## config.mk

```make
export PLATFORM = sky130hd
export DESIGN_NAME = approx_err_monitor_flat
export DESIGN_NICKNAME = d
export VERILOG_FILES = /design/src/rtl/approx_mon_pkg.sv /design/src/rtl/approx_err_monitor_if.sv /design/src/rtl/approx_err_calc.sv /design/src/rtl/approx_err_monitor.sv /design/src/flat_wrapper.sv
export SDC_FILE = /design/constraint.sdc
export NUM_CORES = 2
export LEC_CHECK = 0
export ABC_AREA = 1
export CORE_ASPECT_RATIO = 1.4
export CORE_MARGIN = 5
export CORE_UTILIZATION = 60
export DETAILED_ROUTE_END_ITERATION = 8
export PLACE_DENSITY = 0.83
export SLEW_MARGIN = 0
export SYNTH_ARGS = -nofsm -noshare
export SYNTH_HDL_FRONTEND = slang
export SYNTH_SLANG_ARGS = --single-unit
```

## constraint.sdc

```tcl
create_clock -name clk -period 13.9 [get_ports clk]
set_input_delay 2.085 -clock clk [delete_from_list [all_inputs] [get_ports clk]]
set_output_delay 2.085 -clock clk [all_outputs]
set_load 0.05 [all_outputs]
```

## src/rtl/approx_mon_pkg.sv

```systemverilog
// rtl/approx_mon_pkg.sv - shared widths and FSM state type for the approximate-multiplier error monitor
package approx_mon_pkg;

  localparam int W     = 16;
  localparam int CNT_W = 32;
  localparam int ACC_W = 64;

  typedef enum logic [1:0] {
    IDLE  = 2'd0,
    RUN   = 2'd1,
    DRAIN = 2'd2,
    DONE  = 2'd3
  } mon_state_t;

endpackage

```

## src/rtl/approx_err_monitor_if.sv

```systemverilog
// rtl/approx_err_monitor_if.sv - sample handshake bus carrying operands and approximate product
interface approx_err_monitor_if #(
  parameter int W = approx_mon_pkg::W
) ();

  logic           in_valid;
  logic           in_ready;
  logic [W-1:0]   a;
  logic [W-1:0]   b;
  logic [2*W-1:0] prod;

  modport master (output in_valid, output a, output b, output prod, input in_ready);
  modport slave  (input in_valid, input a, input b, input prod, output in_ready);

endinterface

```

## src/rtl/approx_err_calc.sv

```systemverilog
// rtl/approx_err_calc.sv - stages S1-S2: register the sample, form exact product, signed diff and |diff|
module approx_err_calc #(
  parameter int W = approx_mon_pkg::W
) (
  input  logic                  clk,
  input  logic                  rst,
  input  logic                  smp_valid,
  input  logic [W-1:0]          a,
  input  logic [W-1:0]          b,
  input  logic [2*W-1:0]        prod,
  output logic                  res_valid,
  output logic [W-1:0]          res_a,
  output logic [W-1:0]          res_b,
  output logic signed [2*W:0]   diff,
  output logic [2*W-1:0]        ed,
  output logic                  ne
);

  logic                s1_valid;
  logic [W-1:0]        s1_a;
  logic [W-1:0]        s1_b;
  logic [2*W-1:0]      s1_prod;
  logic [2*W-1:0]      exact;
  logic signed [2*W:0] diff_c;

  assign exact  = (2*W)'(s1_a) * (2*W)'(s1_b);
  // One extra bit keeps the sign; the magnitude of a 2W-bit difference always fits in 2W bits.
  assign diff_c = $signed({1'b0, s1_prod}) - $signed({1'b0, exact});

  always_ff @(posedge clk) begin
    if (rst) begin
      s1_valid  <= 1'b0;
      s1_a      <= '0;
      s1_b      <= '0;
      s1_prod   <= '0;
      res_valid <= 1'b0;
      res_a     <= '0;
      res_b     <= '0;
      diff      <= '0;
      ed        <= '0;
      ne        <= 1'b0;
    end else begin
      s1_valid  <= smp_valid;
      s1_a      <= a;
      s1_b      <= b;
      s1_prod   <= prod;
      res_valid <= s1_valid;
      res_a     <= s1_a;
      res_b     <= s1_b;
      diff      <= diff_c;
      ed        <= diff_c[2*W] ? (2*W)'(-diff_c) : diff_c[2*W-1:0];
      ne        <= (diff_c != '0);
    end
  end

endmodule

```

## src/rtl/approx_err_monitor.sv

```systemverilog
// rtl/approx_err_monitor.sv - windowed error statistics for an approximate multiplier under test
module approx_err_monitor #(
  parameter int W     = approx_mon_pkg::W,
  parameter int CNT_W = approx_mon_pkg::CNT_W,
  parameter int ACC_W = approx_mon_pkg::ACC_W
) (
  input  logic                 clk,
  input  logic                 rst,
  approx_err_monitor_if.slave  smp,
  input  logic                 start,
  input  logic [CNT_W-1:0]     win_len,
  output logic                 busy,
  output logic                 done,
  output logic [CNT_W-1:0]     smp_cnt,
  output logic [CNT_W-1:0]     err_cnt,
  output logic [ACC_W-1:0]     sum_ed,
  output logic [ACC_W-1:0]     sum_bias,
  output logic [2*W-1:0]       max_ed,
  output logic [W-1:0]         max_a,
  output logic [W-1:0]         max_b
);

  import approx_mon_pkg::*;

  mon_state_t          state, state_nxt;
  logic [CNT_W-1:0]    win_q;
  logic [CNT_W-1:0]    issued;
  logic                ready_c, accept, clr, done_nxt;
  logic                res_valid, res_ne;
  logic [W-1:0]        res_a, res_b;
  logic signed [2*W:0] res_diff;
  logic [2*W-1:0]      res_ed;

  approx_err_calc #(.W(W)) u_calc (
    .clk       (clk),
    .rst       (rst),
    .smp_valid (accept),
    .a         (smp.a),
    .b         (smp.b),
    .prod      (smp.prod),
    .res_valid (res_valid),
    .res_a     (res_a),
    .res_b     (res_b),
    .diff      (res_diff),
    .ed        (res_ed),
    .ne        (res_ne)
  );

  assign smp.in_ready = ready_c;
  assign accept       = smp.in_valid && ready_c;
  assign busy         = (state == RUN) || (state == DRAIN);

  always_comb begin
    state_nxt = state;
    ready_c   = 1'b0;
    clr       = 1'b0;
    done_nxt  = 1'b0;
    case (state)
      IDLE, DONE: begin
        // A start coinciding with the done pulse is ignored so the host can see the result first.
        if (start && !done) begin
          clr = 1'b1;
          if (win_len == '0) begin
            state_nxt = DONE;
            done_nxt  = 1'b1;
          end else begin
            state_nxt = RUN;
          end
        end
      end
      RUN: begin
        ready_c = (issued < win_q);
        if (smp.in_valid && ready_c && (issued + CNT_W'(1) == win_q)) state_nxt = DRAIN;
      end
      DRAIN: begin
        if (res_valid && (smp_cnt + CNT_W'(1) == win_q)) begin
          state_nxt = DONE;
          done_nxt  = 1'b1;
        end
      end
      default: state_nxt = IDLE;
    endcase
  end

  always_ff @(posedge clk) begin
    if (rst) begin
      state    <= IDLE;
      done     <= 1'b0;
      win_q    <= '0;
      issued   <= '0;
      smp_cnt  <= '0;
      err_cnt  <= '0;
      sum_ed   <= '0;
      sum_bias <= '0;
      max_ed   <= '0;
      max_a    <= '0;
      max_b    <= '0;
    end else begin
      state <= state_nxt;
      done  <= done_nxt;
      if (clr) begin
        win_q    <= win_len;
        issued   <= '0;
        smp_cnt  <= '0;
        err_cnt  <= '0;
        sum_ed   <= '0;
        sum_bias <= '0;
        max_ed   <= '0;
        max_a    <= '0;
        max_b    <= '0;
      end else begin
        if (accept) issued <= issued + CNT_W'(1);
        if (res_valid) begin
          smp_cnt  <= smp_cnt + CNT_W'(1);
          err_cnt  <= err_cnt + CNT_W'(res_ne);
          sum_ed   <= sum_ed + ACC_W'(res_ed);
          sum_bias <= sum_bias + ACC_W'(res_diff);
          if (res_ed > max_ed) begin
            max_ed <= res_ed;
            max_a  <= res_a;
            max_b  <= res_b;
          end
        end
      end
    end
  end

endmodule

```

## src/flat_wrapper.sv

```systemverilog
// flat-port wrapper written by rule: the top's interface ports become plain ports
module approx_err_monitor_flat import approx_mon_pkg::*;
#(
  parameter int W     = approx_mon_pkg::W,
  parameter int CNT_W = approx_mon_pkg::CNT_W,
  parameter int ACC_W = approx_mon_pkg::ACC_W
)
  (clk, rst, start, win_len, busy, done, smp_cnt, err_cnt, sum_ed, sum_bias, max_ed, max_a, max_b, smp_in_valid, smp_a, smp_b, smp_prod, smp_in_ready);
  approx_err_monitor_if #(.W(W)) smp_i ();
  input  logic clk;
  input  logic rst;
  input  logic start;
  input  logic [CNT_W-1:0] win_len;
  output logic busy;
  output logic done;
  output logic [CNT_W-1:0] smp_cnt;
  output logic [CNT_W-1:0] err_cnt;
  output logic [ACC_W-1:0] sum_ed;
  output logic [ACC_W-1:0] sum_bias;
  output logic [2*W-1:0] max_ed;
  output logic [W-1:0] max_a;
  output logic [W-1:0] max_b;
  input wire logic [$bits(smp_i.in_valid)-1:0] smp_in_valid;
  input wire logic [$bits(smp_i.a)-1:0] smp_a;
  input wire logic [$bits(smp_i.b)-1:0] smp_b;
  input wire logic [$bits(smp_i.prod)-1:0] smp_prod;
  output wire logic [$bits(smp_i.in_ready)-1:0] smp_in_ready;
  assign smp_i.in_valid = smp_in_valid;
  assign smp_i.a = smp_a;
  assign smp_i.b = smp_b;
  assign smp_i.prod = smp_prod;
  assign smp_in_ready = smp_i.in_ready;
  approx_err_monitor #(.W(W), .CNT_W(CNT_W), .ACC_W(ACC_W)) u_core (.clk(clk), .rst(rst), .smp(smp_i), .start(start), .win_len(win_len), .busy(busy), .done(done), .smp_cnt(smp_cnt), .err_cnt(err_cnt), .sum_ed(sum_ed), .sum_bias(sum_bias), .max_ed(max_ed), .max_a(max_a), .max_b(max_b));
endmodule
```

* After elaboration in Yosys (flattened, before gate mapping) *
Index checks and enable logic that the tools add are counted.

storage, ports and cells
  register bits after elaboration = 487
  bits of input ports = 100
  output and inout bits = 259
  logic and storage cells = 66

cells by class
  $add $sub $neg = 7
  multiply operators = 1
  magnitude comparators = 2
  equal/unequal tests = 8
  muxes and demuxes = 13
  reduce and logical (&&, ||, !) cells = 14

operators by type and width
  operator                 count
  $add A32 B1 Y32 const B  2
  $add A64 B32 Y64         1
  $add A64 B64 Y64         1
  $eq A32 B32 Y1           2
  $reduce_bool A33 Y1      1
  $sub A32 B32 Y33         1
  $add A32 B1 Y32          1
  $gt A32 B32 Y1           1
  $logic_not A32 Y1        1
  $lt A32 B32 Y1           1
  $mul A16 B16 Y32         1
  $mux W32                 1
  $neg A32 Y32             1
  $mux W2                  4
  $mux W1                  6
  $pmux W2 S3              1
  $logic_and A1 B1 Y1      5
  $eq A2 B2 Y1 const B     2
  $ne A2 B2 Y1 const B     2
  $reduce_or A2 Y1         2
  $reduce_and A3 Y1        1
  $eq A2 B1 Y1 const B     1
  $logic_not A2 Y1         1
  $ne A2 B1 Y1 const B     1
  other kinds (4)          4

* Longest topological paths before layout *
  depth after elaboration = 5
  depth in mapped cells = 35
  gate-level depth less buffers = 33

* Cells and area by module *
Synthesis repeated with hierarchy kept, for this count alone.

unflattened totals
  cell total of the unflattened synthesis = 6,004
  area, all modules = 39,862.0 um^2

modules (own cells, without submodules)
  module              instances  cells each  area each (um^2)  seq. area each (um^2)
  approx_err_monitor  1          3,822       23,737.8          6,466.2
  approx_err_calc     1          2,182       16,124.2          3,263.1

* Worst setup path before layout *
No wires, ideal clock.

  path kind = flip-flop to flip-flop
  start = register u_core.u_calc.s1_a[7]
  end = register u_core.u_calc.ed[30]
  setup time = 0.113 ns
  data arrival time = 5.956 ns
  required time = 13.787 ns
  path slack = 7.831 ns
  stages on the path, launching flop included = 30
  buffers on the path = 2
  clock period less this slack = 6.069 ns
  path through = dfxtp_1 -> clkbuf_1 -> clkbuf_1 -> nand2_1 -> fa_1 -> inv_1 -> fa_1 -> inv_1 -> fa_1 -> fa_1 -> fa_1 -> inv_1 -> fa_1 -> inv_1 -> ha_1 -> a21oi_1 -> a21boi_0 -> nand2_1 -> a21oi_1 -> nand2_1 -> nand2_1 -> nand2_1 -> nor2_1 -> inv_2 -> nor2_2 -> nand2_1 -> nand2_1 -> nand2_1 -> nor2_1 -> nor2_1

between the ends
  cells in the longest elaborated chain, start to end = 4

RTL lines
  what                    line                   text
  from (decl)             approx_err_calc.sv:20  logic [W-1:0] s1_a;
  from (signal assigned)  approx_err_calc.sv:33  s1_a <= '0;
  from (signal assigned)  approx_err_calc.sv:44  s1_a <= a;
  $mul A16 B16 Y32 (*)    approx_err_calc.sv:26  assign exact = (2*W)'(s1_a) * (2*W)'(s1_b);
  $sub A32 B32 Y33 (*)    approx_err_calc.sv:28  assign diff_c = $signed({1'b0, s1_prod}) - $signed({1'b0, exact});
  $neg A32 Y32            approx_err_calc.sv:51  ed <= diff_c[2*W] ? (2*W)'(-diff_c) : diff_c[2*W-1:0];
  $mux W32 (*)            approx_err_calc.sv:51
  to (signal assigned)    approx_err_calc.sv:51
  to (decl)               approx_err_calc.sv:15  output logic [2*W-1:0] ed,

Every way passes the cells marked *; elsewhere a longest branch is shown, timed or not.
A chain may end at the register's enable or synchronous reset.

* Worst setup path after layout *
  start = register u_core.u_calc.s1_b[5]
  end = register u_core.u_calc.ed[29]

between the ends
  cells in the longest elaborated chain, start to end = 4

RTL lines
  what                    line                   text
  from (decl)             approx_err_calc.sv:21  logic [W-1:0] s1_b;
  from (signal assigned)  approx_err_calc.sv:34  s1_b <= '0;
  from (signal assigned)  approx_err_calc.sv:45  s1_b <= b;
  $mul A16 B16 Y32 (*)    approx_err_calc.sv:26
  $sub A32 B32 Y33 (*)    approx_err_calc.sv:28
  $neg A32 Y32            approx_err_calc.sv:51
  $mux W32 (*)            approx_err_calc.sv:51

Marked as above.

==> flow_summary.toml <==
[worst_setup_path]
critPathBufInv = 6
r2r_slack_ns = 6.78
r2r-start = "u_core.u_calc.s1_b[5]"
r2r_cells = 26
crit_top_cell = "nand2_1"
cp_data_required_time_ns = 14.42
max_stage_delay_ns = 0.79
rr_endpoint = "u_core.u_calc.ed[29]"
worstPathMaxFanout = 31
critPathSlowestCell = "dfxtp_1"
crit_end = "u_core.u_calc.ed[29]"
end_kind = "flop"
crit_family = "adder cells"
critPathArrivalTime_ns = 7.64
cp-start-kind = "flop"
worst-path-stages = 26
startpoint = "u_core.u_calc.s1_b[5]"
crit_type = "flop to flop"

[placement]
port_buffers = 358
placedCellCount = 6774
globalplace.congestion = 1.05
hpwl_mm = 99.4
place_area_um2 = 42800
dpl_worst_slack_ns = 6.88

[final_layout]
multi_input_area_um2 = 24100
drive_above_1_share = 0.0347
syn_to_final_growth_pct = 15.4
final_common_cell = "nand2_1"
fin_nets = 6588
stdcell_count = 6869
fin_util = 0.697
final_cell_mix = "nand2_1 (1155), inv_1 (1092), nor2_1 (781), dfxtp_1 (485), o21ai_0 (404)"
stdcell_area_um2 = 44700
fill_cells = 5575
seq_area_um2 = 9730

[synthesis]
synth_xor_area_frac = 0.0263
syn-mean-instance-area_um2 = 6.75
yosys_most_used_dff = "dfxtp_1"
synth_edf_count = 0
synth-simple-area-share = 0.254
seq_area_frac_synth = 0.251
synth.mux.area_fraction = 0
synthDistinctLibCells = 58
synth_nets = 6341
synth_top_family_by_area = "simple AND/OR/NAND/NOR gates"
synthAdderAreaFrac = 0.207
yosys_register_bits = 486
ys_warn_count = 0
syn-cell-area_um2 = 38700
synthesis.instances = 5739
synth-compound-area-share = 0.136
async_reset_ff_frac = 0

[clock_tree]
cts_htree_levels = 2
tritoncts = "built"
cts-root-buf = "clkbuf_16"
cts_hold_buf = 0
cts_sinks = 486
cts_resized = 0
clock_latency_ns = 0.64
cts_max_path_buffers = 3
cts_setup_buffers = 0
cts_buffers = 50
clk_pin_slew_ns = 0.07

[route]
drt_iter0_drc = 2969
viasPerCell = 5.50
route.detailed.drc = 0
ant_nets = 0
routed_wl_mm = 124
vias = 37800
wire_per_inst_um = 18.0
drt_pass1_iterations = 9

[timing]
slew_viol_final = 0
max_slew.worst_pin.slew_ns = 1.11
setup_viol = 0
max_freq_mhz = 140
period_minus_slack_ns = 7.12
post-route-period-util = 0.512
setup_ws_ns = 6.78
rsz0062_at_grt = "false"
fin_skew_ns = 0.0298
hold_ws_ns = 0.410
relSlewSlack = 0.260
hold_violations = 0
finalSetupTns_ns = 0

[pwr]
p_comb_frac = 0.529
leakage_nw = 21.0
p_seq_frac = 0.255
p_int_mw = 3.70
sw_frac_of_total = 0.480
ir_drop_v = 0.000125
switchingPower_mw = 3.42
power_mw = 7.12
clkPwrFrac = 0.216
power_density_nw_per_um2 = 159

[global_route]
grt_pass1_wl_mm = 194
grt.total_usage = 0.344
grt_max_degree = 94
grt_overflow_total = 0
grt_pass1_vias = 37200
antenna_found_initial = 0

[run]
cap_violations = 0

[floorplan]
fp-row-count = 110
start_util = 0.604
die_w_um = 225
io-pin-count = 359
core-area_um2 = 64100
dieArea_um2 = 69800
die_h_um = 311

[status]
status = "finished, final reports clean"

[min_path]
hold_class = "flop to flop"
-- worst min path at each step --
stage	start	end	slack (ns)	cells past startpoint
3_3_place_gp	u_core.u_calc.s1_valid	u_core.u_calc.res_valid	0.39	2
4_1_cts	u_core.u_calc.s1_valid	u_core.u_calc.res_valid	0.41	2
6_report	u_core.u_calc.s1_valid	u_core.u_calc.res_valid	0.41	2
3_5_place_dp	u_core.u_calc.s1_valid	u_core.u_calc.res_valid	0.39	2
5_1_grt	u_core.u_calc.s1_valid	u_core.u_calc.res_valid	0.43	2
2_1_floorplan	u_core.u_calc.s1_valid	u_core.u_calc.res_valid	0.39	2
-- per-layer routing --
metal	track usage	vias to the layer above	wire length, µm
li1	-	18400	-
met1	0.377	17500	44500
met2	0.626	1442	62500
met3	0.0376	414	7200
met4	0.219	0	9510
met5	0	-	0
-- sequential cells by signal, summed over array words and instances, names as in the netlist --
name and cells:
u_core.sum_ed 64, u_core.u_calc.s1_b 16, u_core.max_a 16, u_core.issued 32, u_core.smp_cnt 32, u_core.state 2, u_core.u_calc.diff 33, u_core.u_calc.s1_prod 32
u_core.u_calc.res_b 16, u_core.u_calc.res_valid 1, u_core.sum_bias 64, u_core.done 1, u_core.win_q 32, u_core.u_calc.res_a 16, u_core.max_b 16, u_core.u_calc.ne 1
u_core.u_calc.ed 31, u_core.u_calc.s1_a 16, u_core.err_cnt 32, u_core.u_calc.s1_valid 1, u_core.max_ed 32
-- kinds of logic after synthesis --
| group | after synthesis |
|---|---|
| DFF | 486 |
| adders and majority gates | 502 |
| xor gates and xnor gates | 106 |
| buffers and inverters | 1295 |
| AOI/OAI and AO/OA | 967 |
| and+or+nand+nor | 2383 |
-- worst reg2reg max path: cells and delay by family, from the launching register on --
family          cells  cell delay [ns]
compound gates      3             0.61
simple gates       10             1.37
fa+ha+maj           7             3.48
flops               1             0.79
buf+inv             6             0.76
-- cell type report --
| type | count | area share |
|---|---|---|
| Inverter | 1115 | 0.0937 |
| Multi-Input combinational cell | 3958 | 0.540 |
| Clock inverter | 33 | 0.0112 |
| Sequential cell | 486 | 0.218 |
| Clock buffer | 61 | 0.0309 |
| Timing Repair Buffer | 375 | 0.0830 |
| Antenna cell | 1 | 0.0000560 |
| Tap cell | 840 | 0.0235 |
-- power groups by stage --
stage,logic (mW),registers (mW),clock network [mW]
4_1_cts,3.73,1.81,1.56
3_5_place_dp,3.71,1.84,0
3_3_place_gp,3.64,1.83,0
6_report,3.77,1.82,1.54
2_1_floorplan,2.67,1.81,0
5_1_grt,4.23,1.83,1.60
-- synthesized netlist by cell type (24+ instances only) --
master | count | share of area
nand2_1 | 1157 | 0.11
inv_1 | 1093 | 0.11
nor2_1 | 781 | 0.076
dfxtp_1 | 486 | 0.25
o21ai_0 | 404 | 0.052
a21oi_1 | 391 | 0.051
ha_1 | 272 | 0.088
fa_1 | 230 | 0.12
nand3_1 | 218 | 0.028
clkbuf_1 | 153 | 0.015
xor2_1 | 77 | 0.017
nor3_1 | 66 | 0.0085
nand4_1 | 51 | 0.0082
a21o_1 | 26 | 0.0050
a31oi_1 | 25 | 0.0040
nor4_1 | 24 | 0.0039
No activity file was read; power rests on OpenSTA's default activity.
